==> config.mk <==
export PLATFORM = sky130hd
export DESIGN_NAME = dmem_stream_loader_flat
export DESIGN_NICKNAME = d
export VERILOG_FILES = /design/src/rtl/dmem_stream_loader_if.sv /design/src/rtl/dmem_stream_loader.sv /design/src/flat_wrapper.sv
export SDC_FILE = /design/constraint.sdc
export NUM_CORES = 1
export LEC_CHECK = 0
export BUFFER_PORTS_ARGS = -buffer_cell sky130_fd_sc_hd__buf_2
export CORE_ASPECT_RATIO = 0.75
export CORE_MARGIN = 4
export CORE_UTILIZATION = 41
export DETAILED_ROUTE_END_ITERATION = 16
export SYNTH_ARGS = -nofsm -noshare
export SYNTH_HDL_FRONTEND = slang
export SYNTH_SLANG_ARGS = --single-unit
==> constraint.sdc <==
create_clock -name clk -period 5.4 [get_ports clk]
set_input_delay 0.81 -clock clk [delete_from_list [all_inputs] [get_ports clk]]
set_output_delay 0.81 -clock clk [all_outputs]
set_load 0.005 [all_outputs]
==> src/rtl/dmem_stream_loader_if.sv <==
// Bundle of the host-side byte stream, load control/status and dmem write port
// used by dmem_stream_loader.
interface dmem_stream_loader_if #(
    parameter int COUNT_W = 16
);
    logic               start;
    logic [31:0]        base_addr;
    logic [COUNT_W-1:0] byte_count;
    logic               in_valid;
    logic [7:0]         in_data;
    logic               in_ready;
    logic [31:0]        daddr;
    logic [31:0]        dwdata;
    logic               dwrite;
    logic [1:0]         dsize;
    logic               busy;
    logic               done;
    logic               err;
    logic [COUNT_W-1:0] bytes_loaded;

    // Host / byte-source side.
    modport master (
        output start, base_addr, byte_count, in_valid, in_data,
        input  in_ready, daddr, dwdata, dwrite, dsize, busy, done, err, bytes_loaded
    );

    // Loader side.
    modport slave (
        input  start, base_addr, byte_count, in_valid, in_data,
        output in_ready, daddr, dwdata, dwrite, dsize, busy, done, err, bytes_loaded
    );
endinterface

==> src/rtl/dmem_stream_loader.sv <==
// Packs an incoming byte stream big-endian into words and writes them into dmem;
// a trailing partial word is flushed as individual byte writes.
module dmem_stream_loader #(
    parameter int COUNT_W = 16
) (
    input  logic                 clk,
    input  logic                 reset,
    dmem_stream_loader_if.slave  bus
);
    typedef enum logic [2:0] {
        S_IDLE,
        S_COLLECT,
        S_WRITE,
        S_FLUSH,
        S_DONE
    } state_e;

    state_e             state_q, state_d;
    logic [31:0]        addr_q, addr_d;
    logic [31:0]        word_q, word_d;
    logic [COUNT_W-1:0] remaining_q, remaining_d;
    logic [COUNT_W-1:0] loaded_q, loaded_d;
    logic [1:0]         idx_q, idx_d;
    logic               err_q, err_d;
    logic               done_q, done_d;
    logic [31:0]        hold_addr_q, hold_addr_d;
    logic [31:0]        hold_data_q, hold_data_d;
    logic [1:0]         hold_size_q, hold_size_d;

    logic               in_ready_c;
    logic               dwrite_c;
    logic [31:0]        wr_addr_c;
    logic [31:0]        wr_data_c;
    logic [1:0]         wr_size_c;

    // NOTE: every variable gets a default before the case so no path can leave
    // one unassigned, which would otherwise infer a latch.
    always_comb begin
        state_d     = state_q;
        addr_d      = addr_q;
        word_d      = word_q;
        remaining_d = remaining_q;
        loaded_d    = loaded_q;
        idx_d       = idx_q;
        err_d       = 1'b0;
        done_d      = 1'b0;
        in_ready_c  = 1'b0;
        dwrite_c    = 1'b0;
        wr_addr_c   = hold_addr_q;
        wr_data_c   = hold_data_q;
        wr_size_c   = hold_size_q;

        unique case (state_q)
            S_IDLE: begin
                if (bus.start) begin
                    if (bus.base_addr[1:0] != 2'b00) begin
                        err_d = 1'b1;
                    end else if (bus.byte_count == '0) begin
                        state_d = S_DONE;
                    end else begin
                        addr_d      = bus.base_addr;
                        remaining_d = bus.byte_count;
                        loaded_d    = '0;
                        idx_d       = 2'd0;
                        state_d     = S_COLLECT;
                    end
                end
            end

            S_COLLECT: begin
                in_ready_c = 1'b1;
                if (bus.in_valid) begin
                    unique case (idx_q)
                        2'd0: word_d[31:24] = bus.in_data;
                        2'd1: word_d[23:16] = bus.in_data;
                        2'd2: word_d[15:8]  = bus.in_data;
                        2'd3: word_d[7:0]   = bus.in_data;
                    endcase
                    idx_d       = idx_q + 2'd1;
                    remaining_d = remaining_q - COUNT_W'(1);
                    if (idx_q == 2'd3) begin
                        state_d = S_WRITE;
                    end else if (remaining_q == COUNT_W'(1)) begin
                        state_d = S_FLUSH;
                    end
                end
            end

            S_WRITE: begin
                dwrite_c  = 1'b1;
                wr_addr_c = addr_q;
                wr_data_c = word_q;
                wr_size_c = 2'b10;
                addr_d    = addr_q + 32'd4;
                loaded_d  = loaded_q + COUNT_W'(4);
                idx_d     = 2'd0;
                state_d   = (remaining_q == '0) ? S_DONE : S_COLLECT;
            end

            // Buffered bytes sit left-justified in word_q; shift one out per cycle.
            S_FLUSH: begin
                dwrite_c  = 1'b1;
                wr_addr_c = addr_q;
                wr_data_c = {24'h0, word_q[31:24]};
                wr_size_c = 2'b00;
                addr_d    = addr_q + 32'd1;
                loaded_d  = loaded_q + COUNT_W'(1);
                word_d    = {word_q[23:0], 8'h00};
                idx_d     = idx_q - 2'd1;
                if (idx_q == 2'd1) begin
                    state_d = S_DONE;
                end
            end

            S_DONE: begin
                done_d  = 1'b1;
                state_d = S_IDLE;
            end

            default: state_d = S_IDLE;
        endcase

        hold_addr_d = dwrite_c ? wr_addr_c : hold_addr_q;
        hold_data_d = dwrite_c ? wr_data_c : hold_data_q;
        hold_size_d = dwrite_c ? wr_size_c : hold_size_q;
    end

    // NOTE: state registers use non-blocking assignments so every flop samples
    // the pre-edge values regardless of statement order.
    always_ff @(posedge clk) begin
        if (reset) begin
            state_q     <= S_IDLE;
            addr_q      <= '0;
            word_q      <= '0;
            remaining_q <= '0;
            loaded_q    <= '0;
            idx_q       <= 2'd0;
            err_q       <= 1'b0;
            done_q      <= 1'b0;
            hold_addr_q <= '0;
            hold_data_q <= '0;
            hold_size_q <= 2'b00;
        end else begin
            state_q     <= state_d;
            addr_q      <= addr_d;
            word_q      <= word_d;
            remaining_q <= remaining_d;
            loaded_q    <= loaded_d;
            idx_q       <= idx_d;
            err_q       <= err_d;
            done_q      <= done_d;
            hold_addr_q <= hold_addr_d;
            hold_data_q <= hold_data_d;
            hold_size_q <= hold_size_d;
        end
    end

    assign bus.in_ready     = in_ready_c;
    assign bus.dwrite       = dwrite_c;
    assign bus.daddr        = wr_addr_c;
    assign bus.dwdata       = wr_data_c;
    assign bus.dsize        = wr_size_c;
    assign bus.busy         = (state_q != S_IDLE);
    assign bus.done         = done_q;
    assign bus.err          = err_q;
    assign bus.bytes_loaded = loaded_q;
endmodule
==> src/flat_wrapper.sv <==
// flat-port wrapper written by rule: the top's interface ports become plain ports
module dmem_stream_loader_flat 
#(
    parameter int COUNT_W = 16
)
  (clk, reset, bus_start, bus_base_addr, bus_byte_count, bus_in_valid, bus_in_data, bus_in_ready, bus_daddr, bus_dwdata, bus_dwrite, bus_dsize, bus_busy, bus_done, bus_err, bus_bytes_loaded);
  dmem_stream_loader_if #(.COUNT_W(COUNT_W)) bus_i ();
  input  logic clk;
  input  logic reset;
  input wire logic [$bits(bus_i.start)-1:0] bus_start;
  input wire logic [$bits(bus_i.base_addr)-1:0] bus_base_addr;
  input wire logic [$bits(bus_i.byte_count)-1:0] bus_byte_count;
  input wire logic [$bits(bus_i.in_valid)-1:0] bus_in_valid;
  input wire logic [$bits(bus_i.in_data)-1:0] bus_in_data;
  output wire logic [$bits(bus_i.in_ready)-1:0] bus_in_ready;
  output wire logic [$bits(bus_i.daddr)-1:0] bus_daddr;
  output wire logic [$bits(bus_i.dwdata)-1:0] bus_dwdata;
  output wire logic [$bits(bus_i.dwrite)-1:0] bus_dwrite;
  output wire logic [$bits(bus_i.dsize)-1:0] bus_dsize;
  output wire logic [$bits(bus_i.busy)-1:0] bus_busy;
  output wire logic [$bits(bus_i.done)-1:0] bus_done;
  output wire logic [$bits(bus_i.err)-1:0] bus_err;
  output wire logic [$bits(bus_i.bytes_loaded)-1:0] bus_bytes_loaded;
  assign bus_i.start = bus_start;
  assign bus_i.base_addr = bus_base_addr;
  assign bus_i.byte_count = bus_byte_count;
  assign bus_i.in_valid = bus_in_valid;
  assign bus_i.in_data = bus_in_data;
  assign bus_in_ready = bus_i.in_ready;
  assign bus_daddr = bus_i.daddr;
  assign bus_dwdata = bus_i.dwdata;
  assign bus_dwrite = bus_i.dwrite;
  assign bus_dsize = bus_i.dsize;
  assign bus_busy = bus_i.busy;
  assign bus_done = bus_i.done;
  assign bus_err = bus_i.err;
  assign bus_bytes_loaded = bus_i.bytes_loaded;
  dmem_stream_loader #(.COUNT_W(COUNT_W)) u_core (.clk(clk), .reset(reset), .bus(bus_i));
endmodule
==> flow_results.org <==
** Yosys
- Synth Net Count :: 1240
- Area share of the largest cell type after synthesis :: 0.384
- Distinct cells, synth :: 74
- During synthesis, Yosys emitted a total of 0 warnings.
- Average size of a mapped cell :: 7.54 um2
- Proportion of register bits with asynchronous set or reset after synthesis :: 0
- Yosys mapped a number of flops with a built-in enable equal to 0.
- Netlist Area Pre-Place :: 8810 um2
- Largest area contributor in the netlist :: dfxtp_1
- After synthesis, the cell types taking the most area are dfxtp_1 38%, nand2_1 8.9%, a21oi_1 7.4%.
- In the synthesized netlist, the number of instances is 1168.
- The share of the Yosys chip area taken by registers is 0.384.
- For this run, the leading register cell type out of synthesis is dfxtp_1.
- The synthesized design contains 169 register bits.

** CTS
- CTS tree :: built
- In this run, CTS created clock tree buffers numbering 17.
- The clock reaches the later pin of the worst-skew pair after 430 ps.
- Maximum level of the CTS H-tree :: 4
- Buffers inserted to repair hold after CTS numbered 0.
- Clock transition at path regs :: 70 ps
- Resize count post-CTS :: 0
- No sink is reached through more buffers than the 2 on the longest clock path.
- Count of buffers added by post-CTS timing repair for setup :: 0
- Clock tree synthesis found a total of 169 sinks.
- Root cell of the clock tree :: clkbuf_16

** Placed design
- The placed instances occupy a cell area of 9650 um2.
- Post-Place Setup Slack :: 1630 ps
- Input and output buffers added on the ports amount to 146.
- Cell Count Post-Placement :: 1524
- Routability-driven placement finished with a final weighted congestion of 0.907.
- Detailed placer's ending HPWL :: 18600 um

** Worst setup path
- The setup path with the least slack is of type reg2out.
- For the worst flop-to-flop path, the logic depth is 7.
- The critical path contains buffers and inverters numbering 3 combined.
- Standard cell with the maximum stage delay on the critical path :: dfxtp_1
- Biggest cell delay along the critical path :: 850 ps
- The endpoint identified for the worst register-to-register timing path is u_core.addr_q[26].
- Following the worst setup path forward leads to its endpoint at bus_dwdata[3].
- Startpoint of the most critical register-to-register path :: u_core.state_q[1]
- STA puts the critical path data arrival time at 3410 ps.
- Worst Setup End Kind :: primary output
- Launch point of the worst path :: u_core.state_q[1]
- Critical path fanouts, max :: 83
- Series of cell instances along the critical path :: nand2b_4, inv_2, buf_4, nor2_1, a21oi_1, buf_2
- For the worst setup path, the data required time is 4590 ps.
- Type of element launching the critical path :: flop
- Setup slack of the worst register-to-register path :: 1820 ps
- The cell family contributing the most delay on the critical path is buffers and inverters.
- Cell depth of the worst setup path :: 6

** Global routing
- Largest net degree at the start of global routing :: 84
- In the global route stage, met3 resource usage came out at 0.0439.
- Initial antenna violation count :: 0
- Total global routing overflow :: 0
- After global routing, the most crowded layer is met1.
- Global-route track usage on met2 :: 0.320
- The first global-routing pass estimated 43200 um of wire.
- Total global-route track usage :: 0.223
- Via count of the first global-routing pass :: 7917
- Met1 usage :: 0.345

** Layout
- Measured on the finished design, the core utilization comes to 0.485.
- Number of antenna repair diodes :: 0
- In the final design database the tool counted 1327 nets.
- Once layout is done, the placed cells without fillers occupy 10300 um2.
- Fraction of final layout cells sized beyond drive strength 1 :: 0.170
- From synthesis to final layout, the design area changed by 16.3%.
- Post-layout instance count excluding filler cells :: 1556

** Floorplan
- Floorplan row count :: 46
- Die height :: 135 um
- IO Count :: 147
- Die width :: 177 um
- Starting utilization of the core area :: 0.417
- Die Footprint :: 23900 um2
- The core region is 21100 um2.

** STA
- Tightest slew margin relative to the limit :: 0.238
- In the post-route analysis, the smallest setup slack over all paths is 1180 ps.
- Based on the critical path, the design can be clocked at up to 237 MHz.
- Dividing the final minimum period by the clock period gives 0.782.
- On the final layout, the worst clock skew is 8.61 ps.
- Worst Tran Pin Value :: 1140 ps
- Summed over all failing endpoints, the final setup total negative slack is 0 ps.
- Setup repair after global routing left no endpoint under its margin.
- Tmin final :: 4220 ps
- The final hold violation count is 0.
- Setup violations remaining at the end of the flow were counted as 0.
- The number of max-slew violations in the final report came to 0.

** Drt
- The count of nets left with antenna violations once routing finished came out at 0.
- The first detailed-routing pass took 6 iterations.
- The final route contains 8755 vias.
- Vias per cell :: 5.63
- In this run, the number of DRC markers left after iteration 0 of detailed routing was 990.
- For this block, the routed nets add up to 26900 um of wire.
- Dividing the detail-routed wire length by the instance count gives 17.3 um.
- For this run, design rule violations remaining after detail routing come to 0.

** Min path
- Worst Hold Path Cells :: 2
- Worst min-delay path category :: reg2reg

** Run
- Max-cap violations in this run came to 0.

** Power and ir drop
- Pwr/cell area :: 277 nW/um2
- The worst-case IR drop observed on VDD is 186 uV.
- Cell leakage power :: 4.16 nW

** Status
- The run finished with clean final reports.
how the worst min path moves through the flow:
| stage | endpoint | from |
|---|---|---|
| after CTS | u_core.hold_addr_q[18] | u_core.hold_addr_q[18] |
| final | u_core.hold_addr_q[22] | u_core.hold_addr_q[22] |
| after global placement | u_core.hold_addr_q[16] | u_core.hold_addr_q[16] |
| after global routing | u_core.hold_addr_q[16] | u_core.hold_addr_q[16] |
| after detailed placement | u_core.hold_addr_q[29] | u_core.hold_addr_q[29] |
| after floorplan | u_core.remaining_q[8] | u_core.remaining_q[8] |
Yosys cell counts, types with 7 or more instances:
cell,instances
nor4_1,11
inv_1,17
and2_1,12
nor3_1,20
nor2_1,117
a21oi_1,130
clkbuf_1,56
nand2b_1,7
nand4_1,19
a311oi_1,7
a31oi_1,14
nand3_1,26
a22oi_1,13
ha_1,12
o31ai_1,10
nand3b_1,24
nand2_1,208
a211oi_1,51
mux2i_1,21
o21ai_0,54
buf_2,19
nor2b_1,34
o22ai_1,9
dfxtp_1,169
or3_1,7
buf_1,12
report_power, final:
group | switching [mW] | internal (mW)
Sequential | 0.0394 | 1.27
Clock | 0.568 | 0.706
Combinational | 0.162 | 0.0976
cell type report:
cell class / count / area, um2
inverters: 19 / 71.3
multi-input cells: 891 / 5020
repair buffers: 157 / 816
clock inverters: 14 / 160
well taps: 288 / 360
fillers: 2155 / 10900
clock buffers: 18 / 439
flip-flops and latches: 169 / 3380
metrics by stage:
stage               total power [mW]  hold slack [ps]
global route                    2.95              479
floorplan                       1.51              443
finish                          2.84              462
detailed placement              1.60              456
CTS                             2.87              465
global placement                1.59              450
cell families after synthesis:
kind of cell | after synthesis | synth area share
simple gates | 519 | 0.285
compound gates | 333 | 0.235
flops | 169 | 0.384
buf+inv | 108 | 0.0493
mux | 22 | 0.0251
fa+ha+maj | 12 | 0.0170
xor+xnor | 5 | 0.00497
worst min-delay path, cell delays in order (launching register included):
cell and delay, ps:
dfxtp_1 300, nand2_1 60, a21oi_1 60
placed cells by master, fill, tap and decap left out, drive strengths merged, types with 6 or more instances in the layout:
master | netlist | layout
inv | 18 | 25
buf | 32 | 157
clkbuf | 57 | 18
nand4 | 20 | 20
nor2 | 117 | 117
nor3 | 23 | 23
o31ai | 10 | 10
nor2b | 34 | 34
a211oi | 51 | 51
nand3b | 24 | 24
a22oi | 13 | 13
dfxtp | 169 | 169
mux2i | 21 | 21
and2 | 12 | 12
a31oi | 14 | 14
a21oi | 130 | 130
nand2 | 208 | 208
a311oi | 7 | 7
o21ai | 55 | 55
and3 | 6 | 6
o22ai | 9 | 9
nand3 | 26 | 26
or3 | 7 | 7
nand2b | 8 | 8
nor4 | 13 | 13
ha | 12 | 12
sequential cells by signal (all words and copies together) (netlist names):
signal,count
u_core.bus.err,1
u_core.state_q,3
u_core.remaining_q,16
u_core.idx_q,2
u_core.bus.done,1
u_core.hold_data_q,32
u_core.addr_q,32
u_core.bus.bytes_loaded,16
u_core.hold_addr_q,32
u_core.word_q,32
u_core.hold_size_q,2
metal layers:
layer,share of wire,vias to the layer above
li1,-,4338
met1,0.51,4077
met2,0.41,313
met3,0.072,27
met4,0.011,0
met5,0,-
(Power assumes the default switching activity.)
